File: src/rtl/substitution_layer_iter.sv
// Iterative ASCON substitution layer: NB_SBOX S-box columns per clock,
// walking all 64 columns of the 320-bit state under a start/done handshake.
package substitution_layer_pkg;
    typedef struct packed {
        logic [63:0] x0;
        logic [63:0] x1;
        logic [63:0] x2;
        logic [63:0] x3;
        logic [63:0] x4;
    } type_state;
endpackage

module substitution_layer_iter
    import substitution_layer_pkg::*;
#(
    parameter int NB_SBOX = 8
) (
    input  logic      clock_i,
    input  logic      resetb_i,
    input  logic      start_i,
    input  type_state state_i,
    output logic      busy_o,
    output logic      done_o,
    output logic      valid_o,
    output type_state state_o
);

    localparam int NB_ITER = 64 / NB_SBOX;
    localparam int CW      = (NB_ITER > 1) ? $clog2(NB_ITER) : 1;
    localparam int SH      = $clog2(NB_SBOX);

    if (NB_SBOX < 1 || NB_SBOX > 64 || (NB_SBOX & (NB_SBOX - 1)) != 0) begin : g_bad_nb
        $error("NB_SBOX must be a power of two between 1 and 64");
    end

    localparam logic [4:0] SBOX [32] = '{
        5'h04, 5'h0b, 5'h1f, 5'h14, 5'h1a, 5'h15, 5'h09, 5'h02,
        5'h1b, 5'h05, 5'h08, 5'h12, 5'h1d, 5'h03, 5'h06, 5'h1c,
        5'h1e, 5'h13, 5'h07, 5'h0e, 5'h00, 5'h0d, 5'h11, 5'h18,
        5'h10, 5'h0c, 5'h01, 5'h19, 5'h16, 5'h0a, 5'h0f, 5'h17
    };

    typedef enum logic {IDLE, RUN} fsm_t;

    fsm_t        fsm;
    fsm_t        fsm_nxt;
    logic [CW-1:0] col_cnt;
    logic        last;
    logic [5:0]  base;
    logic [5:0]  idx;
    logic [4:0]  sb_in;
    logic [4:0]  sb_out;
    type_state   sub;

    assign last = (col_cnt == CW'(NB_ITER - 1));

    // Substitute the current chunk of columns; all other columns pass through.
    always_comb begin
        base   = 6'(col_cnt) << SH;
        sub    = state_o;
        idx    = '0;
        sb_in  = '0;
        sb_out = '0;
        for (int j = 0; j < NB_SBOX; j++) begin
            idx    = base + 6'(j);
            sb_in  = {state_o.x0[idx], state_o.x1[idx], state_o.x2[idx],
                      state_o.x3[idx], state_o.x4[idx]};
            sb_out = SBOX[sb_in];
            sub.x0[idx] = sb_out[4];
            sub.x1[idx] = sb_out[3];
            sub.x2[idx] = sb_out[2];
            sub.x3[idx] = sb_out[1];
            sub.x4[idx] = sb_out[0];
        end
    end

    always_ff @(posedge clock_i or negedge resetb_i) begin
        if (!resetb_i) fsm <= IDLE;
        else           fsm <= fsm_nxt;
    end

    always_comb begin
        fsm_nxt = fsm;
        unique case (fsm)
            IDLE:    if (start_i) fsm_nxt = RUN;
            RUN:     if (last)    fsm_nxt = IDLE;
            default: fsm_nxt = IDLE;
        endcase
    end

    always_comb begin
        busy_o = (fsm == RUN);
    end

    always_ff @(posedge clock_i or negedge resetb_i) begin
        if (!resetb_i) begin
            col_cnt <= '0;
            state_o <= '0;
            done_o  <= 1'b0;
            valid_o <= 1'b0;
        end else begin
            done_o <= 1'b0;
            unique case (fsm)
                IDLE: begin
                    if (start_i) begin
                        state_o <= state_i;
                        col_cnt <= '0;
                        valid_o <= 1'b0;
                    end
                end
                RUN: begin
                    state_o <= sub;
                    if (last) begin
                        col_cnt <= '0;
                        done_o  <= 1'b1;
                        valid_o <= 1'b1;
                    end else begin
                        col_cnt <= col_cnt + 1'b1;
                    end
                end
                default: col_cnt <= '0;
            endcase
        end
    end

endmodule

File: config.mk
export PLATFORM = sky130hd
export DESIGN_NAME = substitution_layer_iter
export DESIGN_NICKNAME = d
export VERILOG_FILES = /design/src/rtl/substitution_layer_iter.sv
export SDC_FILE = /design/constraint.sdc
export NUM_CORES = 1
export LEC_CHECK = 0
export ABC_AREA = 1
export CAP_MARGIN = 10
export CORE_AREA = 4 4 249 251
export DETAILED_ROUTE_END_ITERATION = 10
export DIE_AREA = 0 0 253 255
export PLACE_DENSITY_LB_ADDON = 0.1
export SETUP_SLACK_MARGIN = 0.15
export SYNTH_ARGS = -nofsm -noshare
export SYNTH_HDL_FRONTEND = slang
export SYNTH_SLANG_ARGS = --single-unit
File: constraint.sdc
create_clock -name clock_i -period 2.9 [get_ports clock_i]
set_input_delay 0.29 -clock clock_i [delete_from_list [all_inputs] [get_ports clock_i]]
set_output_delay 0.29 -clock clock_i [all_outputs]
set_load 0.05 [all_outputs]
* Yosys cells after proc, flatten, opt, wreduce, memory -nomap -nowiden *
Memories as Yosys holds them, arrays and structs flattened.
Cells that the tools add are included.

word-level totals
  input port bits = 323
  flip-flop bits (word level) = 326
  memory bits (read-only) = 1,280
  logic and storage cells = 235
  memories = 8
  output and inout bits = 323

cells by class
  eq/ne operators = 3
  muxes and demuxes = 165
  $add $sub $neg = 8
  bitwise gates (word level) = 9
  reductions and logical operators = 9
  $lt $le $gt $ge = 24

memory list
  memory            depth  width  read ports  clocked after Yosys merged registers in  wr ports  RTL line  source
  (name not given)  32     5      1           0                                        0         68        sb_out = SBOX[sb_in];
  (name not given)  32     5      1           0                                        0         68
  (name not given)  32     5      1           0                                        0         68
  (name not given)  32     5      1           0                                        0         68
  (name not given)  32     5      1           0                                        0         68
  (name not given)  32     5      1           0                                        0         68
  +2 memories       --     --     --          --                                       --        --

operator list
  kind                                                                number
  bitwise mux 64 bit                                                  40
  one-hot mux 320 bit (2 select lines)                                1
  2-to-1 mux 320 bit                                                  1
  binary-select mux 1 bit (select 6 bit)                              35
  2-to-1 mux 5 bit                                                    16
  < comparator 6 x 7 -> 1 bit (second input constant)                 8
  2-to-1 mux 1 bit                                                    54
  greater-or-equal comparator 6 x 1 -> 1 bit (second input constant)  8
  greater-or-equal comparator 6 bit (second input constant)           8
  NOT 5 -> 6 bit                                                      8
  demux 1 bit (select 6 bit)                                          7
  adder 6 x 3 -> 6 bit (second input constant)                        4
  binary-select mux 1 bit (select 3 bit)                              5
  adder 6 x 2 -> 6 bit (second input constant)                        2
  logical AND 1 bit                                                   8
  adder 6 x 1 -> 6 bit (second input constant)                        1
  2-to-1 mux 3 bit                                                    2
  one-hot mux 3 bit (2 select lines)                                  1
  one-hot mux 1 bit (2 select lines)                                  2
  adder 3 x 1 -> 3 bit (second input constant)                        1
  demux 1 bit (select 3 bit)                                          1
  equality test 3 bit (second input constant)                         1
  inequality test 2 x 1 -> 1 bit (second input constant)              1
  inequality test 2 bit (second input constant)                       1
  other kinds (2)                                                     2

* Longest topological paths before layout *
  depth in word-level cells = 15
  depth in mapped cells = 17
  depth with buffers taken out = 15

* Worst setup path before layout *
OpenSTA, ideal clock, no wires.

  path type = register -> register
  start = register col_cnt[0]
  end = register state_o[248] in the netlist's numbering
  cell stages (with the launch flop) = 17
  clock period less this slack = 2.361 ns
  arrival = 2.240 ns
  required time = 2.779 ns
  library setup time = 0.121 ns
  path slack = 0.539 ns
  path buffers = 3
  cells stage by stage = dfrtp_1 -> inv_2 -> buf_6 -> buf_2 -> buf_2 -> nand2_1 -> nand3_1 -> nand3_1 -> nor2_1 -> inv_1 -> ha_1 -> inv_1 -> nand3_1 -> nand3_1 -> nand3_2 -> nand3_1 -> nand2_1

on the way
  cells in the longest elaborated chain, start to end = 15
  elaborated cells between the ends (all ways) = 168
  those cells by class = add/sub: 7; order compare: 16; mux: 121; bitwise: 8; reduce/logical: 8; memory: 8

ends and longest elaborated chain
  what                                                                          RTL line  source
  start, declared                                                               47        logic [CW-1:0] col_cnt;
  start signal, assigned                                                        118       col_cnt <= col_cnt + 1'b1;
  adder 6 x 1 -> 6 bit, or another cell as far along                            65        idx = base + 6'(j);
  binary-select mux 1 bit (select 6 bit), or another cell as far along          67        state_o.x3[idx], state_o.x4[idx]};
  2-to-1 mux 1 bit (not written as such), or another cell as far along          67
  NOT 5 -> 6 bit (not written as such) or memory (32 x 5 bit) (tied branches)   --
  memory (32 x 5 bit) or 2-to-1 mux 5 bit (tied branches)                       --
  2-to-1 mux 5 bit (not written as such)                                        68
  2-to-1 mux 5 bit (not written as such) or bitwise mux 64 bit (tied branches)  68, 70
  bitwise mux 64 bit (6 in a row)                                               70        sub.x1[idx] = sb_out[3];
  bitwise mux 64 bit (*)                                                        70
  one-hot mux 320 bit (2 select lines) (*)                                      103       unique case (fsm)
  end signal, assigned                                                          106       state_o <= state_i;
  end signal, assigned                                                          112       state_o <= sub;
  end, declared                                                                 25        output type_state state_o

Every way passes the cells marked *; elsewhere a longest branch is shown, timed or not. The select of a mux whose other input is x is not followed.
A chain may end at the register's enable or synchronous reset.

* Final worst setup path *
  start = register col_cnt[0]
  end = register state_o[252] in the netlist's numbering

The elaborated chain is that of the path after synthesis.

==> flow_summary_export.csv <==
group,metric,value,unit
placement,port_buffers,645,
global_route,grt_pass1_wl,168000,um
worst_setup_path,critical_path.startpoint_type,"flop",
route,num_vias,26000,
sta,maxSlewHeadroom,22.1,%
floorplanning,die_w,253,um
placement,gp_congestion,0.932,
floorplanning,ios,646,
worst_setup_path,required,3.34,ns
sta,worstMarginPinSlew,1.17,ns
global_route,grt_pass1_vias,24700,
clocking,clockRootBuffer,"clkbuf_16",
worst_setup_path,rr_worst_depth,14,
synthesis,ys_types,30,
route,wl_per_cell,25.3,um
sta,worst_slack,0.213,ns
worst_setup_path,path_class,"reg -> reg",
synthesis,syn_area,21200,um2
sta,period_needed,2.69,ns
synthesis,yosysMostFrequentCell,"nand2_1",
worst_setup_path,reg2reg_slack,0.21,ns
worst_setup_path,cp-end-kind,"flop",
worst_setup_path,cp_max_fo,16,
route,routed_via_density,5.47,
sta,finalHoldViolCount,0,
synthesis,synth_top_area_share,38.5,%
flow_run,max_cap_viol_count,0,
clocking,clk_latency,0.57,ns
synthesis,avgSynthCellArea,6.51,um2
synthesis,ys_top_cells_by_area,"dfrtp_1 (39%), nand2_1 (21%), nand3_1 (12%), inv_1 (6.4%), o21ai_0 (4.0%)",
clocking,clkTransAtPathRegs,0.06,ns
clocking,cts_buffer_depth,3,
floorplanning,rows,90,
route,drtAntennaViolNets,0,
worst_setup_path,reg2reg_to,"state_o[252]",
synthesis,yosys-top-cells-count,"nand2_1 (1205), nand3_1 (508), inv_1 (359)",
sta,finClkSkew,0.0204,ns
floorplanning,start_util,35.4,%
synthesis,seq_area_frac_synth,38.5,%
sta,finalSetupViolations,0,
synthesis,synthArstFlopShare,100,%
final_layout,final_nets,4287,
final_layout,nFillCells,6072,
sta,final-max-slew-violation-count,0,
route,drc,0,
global_route,antenna_found_initial,7,
route,drtIter0Drc,2409,
synthesis,ys_ff_latch,326,
status,outcome,"completed",
placement,dp_hpwl,88000,um
hold_path,hold_path_end,"busy_o",
final_layout,drive_gt1_share,9.47,%
route,firstDrtPassIters,5,
clocking,cts_htree_levels,2,
clocking,cts_sinks,326,
global_route,grt_max_degree,66,
sta,period_share,92.7,%
placement,numPlacedInstances,4678,
global_route,grtUsageTotal,35.3,%
synthesis,yosys.area.top_type,"dfrtp_1",
hold_path,min_from,"start_i",
synthesis,yosys_warnings,0,
global_route,overflow,0,
route,wirelength,120000,um
synthesis,synth-edff-count,0,
floorplanning,die-height,255,um
final_layout,area_growth_syn_to_layout,48.6,%
clocking,cts_tree,"yes",
worst_setup_path,reg2reg_from,"col_cnt[0]",
sta,rsz0062_at_grt,"yes",
clocking,cts_buffers,40,
worst_setup_path,cp.arrival,3.13,ns
hold_path,hold_path_depth,3,
sta,timing.fmax,372,MHz
placement,preCtsSetupSlack,0.0381,ns
synthesis,synth_fp_nets,3596,
sta,timing.setup.tns,0,ns
final_layout,stdcell_count,4758,
synthesis,yosys_most_used_dff,"dfrtp_1",
floorplanning,dieArea,64500,um2
synthesis,synthCells,3255,
hold_path,hold_class,"in -> reg",
floorplanning,core-area,59900,um2
[routing by layer]
metal  vias to the layer above  track usage, %  routed length, um
met4                         4            14.3               5230
met5                         -               0                 24
li1                      11700               -                  -
met2                      1442            60.7              58400
met3                       274            6.75              10700
met1                     12500            43.9              46100
[critical path: stages, from the launching register on]
cell and delay (ns):
dfrtp_4 0.46, buf_12 0.17, buf_16 0.19, buf_4 0.19
nand2_1 0.06, o211ai_1 0.11, nand2_2 0.16, a21oi_2 0.26
ha_4 0.26, inv_1 0.08, nand3_1 0.12, nand3_2 0.14
nand3_4 0.15, nand3_1 0.13, nand2_1 0.07
[cells by family after synthesis]
family                   count (synthesis)  synth area share, %
XOR/XNOR                                 6                0.620
AND/OR/NAND/NOR                       1970                 39.1
buffers and inverters                  561                 10.8
flip-flops                             326                 38.5
AO/OA/AOI/OAI                          374                 9.96
adder cells (fa/ha/maj)                 18                 1.06
[repair_timing]
action | CTS | global route
hold buffers | 1 | 0
setup endpoints to repair | 94 | 205
hold endpoints to repair | 56 | 0
buffers inserted | 1 | 2
gates cloned | 0 | 4
pin swaps | 1 | 11
resized for setup | 10 | 71
[layout make-up]
| class | count | area (um2) | area share, % |
|---|---|---|---|
| multi-input combinational | 2368 | 11200 | 35.4 |
| timing repair buffer | 832 | 8460 | 26.9 |
| sequential | 326 | 8160 | 25.9 |
| inverter | 378 | 1440 | 4.56 |
| clock buffer | 62 | 1210 | 3.86 |
| tap | 782 | 978 | 3.11 |
| clock inverter | 5 | 52.6 | 0.167 |
| antenna | 5 | 12.5 | 0.0398 |
[per-stage QoR]
step | instance area, um2 | utilization (%) | hold slack, ns
floorplan | 21200 | - | -0.00559
global placement | 29700 | 49.5 | 0.308
detailed placement | 29700 | 49.5 | 0.305
CTS | 31000 | 51.7 | 0.146
global route | 31500 | 52.5 | 0.171
finish | 31500 | 52.5 | 0.179
[worst max path at each step]
stage,start,cells past startpoint,endpoint,slack (ns)
2_1_floorplan,col_cnt[0],16,state_o[248],0.54
3_3_place_gp,col_cnt[0],14,state_o[244],0.08
3_5_place_dp,col_cnt[2],14,state_o[286],0.04
4_1_cts,col_cnt[0],14,state_o[241],0.15
5_1_grt,col_cnt[0],16,state_o[312],0.1
6_report,col_cnt[0],14,state_o[252],0.21
[state kept, by name, summed over array words and instances (netlist names)]
name	flops
busy_o	1
col_cnt	3
done_o	1
state_o	320
valid_o	1
[cell usage in the layout, fill, tap and decap left out, types with 4 or more instances in the layout]
cell and count:
nand2_1 1189, clkdlybuf4s50_1 643, nand3_1 500, inv_1 357
dfrtp_1 323, o21ai_0 166, nor2_1 163, buf_4 141
a31oi_1 73, clkbuf_16 45, a21oi_1 43, o211ai_1 35
buf_12 35, o21ai_1 33, nand2_2 28, nand4_1 24
o21bai_1 19, inv_2 18, nor2_4 17, nor2_2 16
nand3_2 12, nand2_4 11, ha_1 11, clkbuf_8 11
clkbuf_1 10, ha_4 7, nand3_4 6, diode_2 5
xor2_4 5, nand3b_1 4, buf_16 4
Power is left out: the tool's default activity adds up to more than one toggle a clock period on the data nets, which glitch-free logic cannot reach.
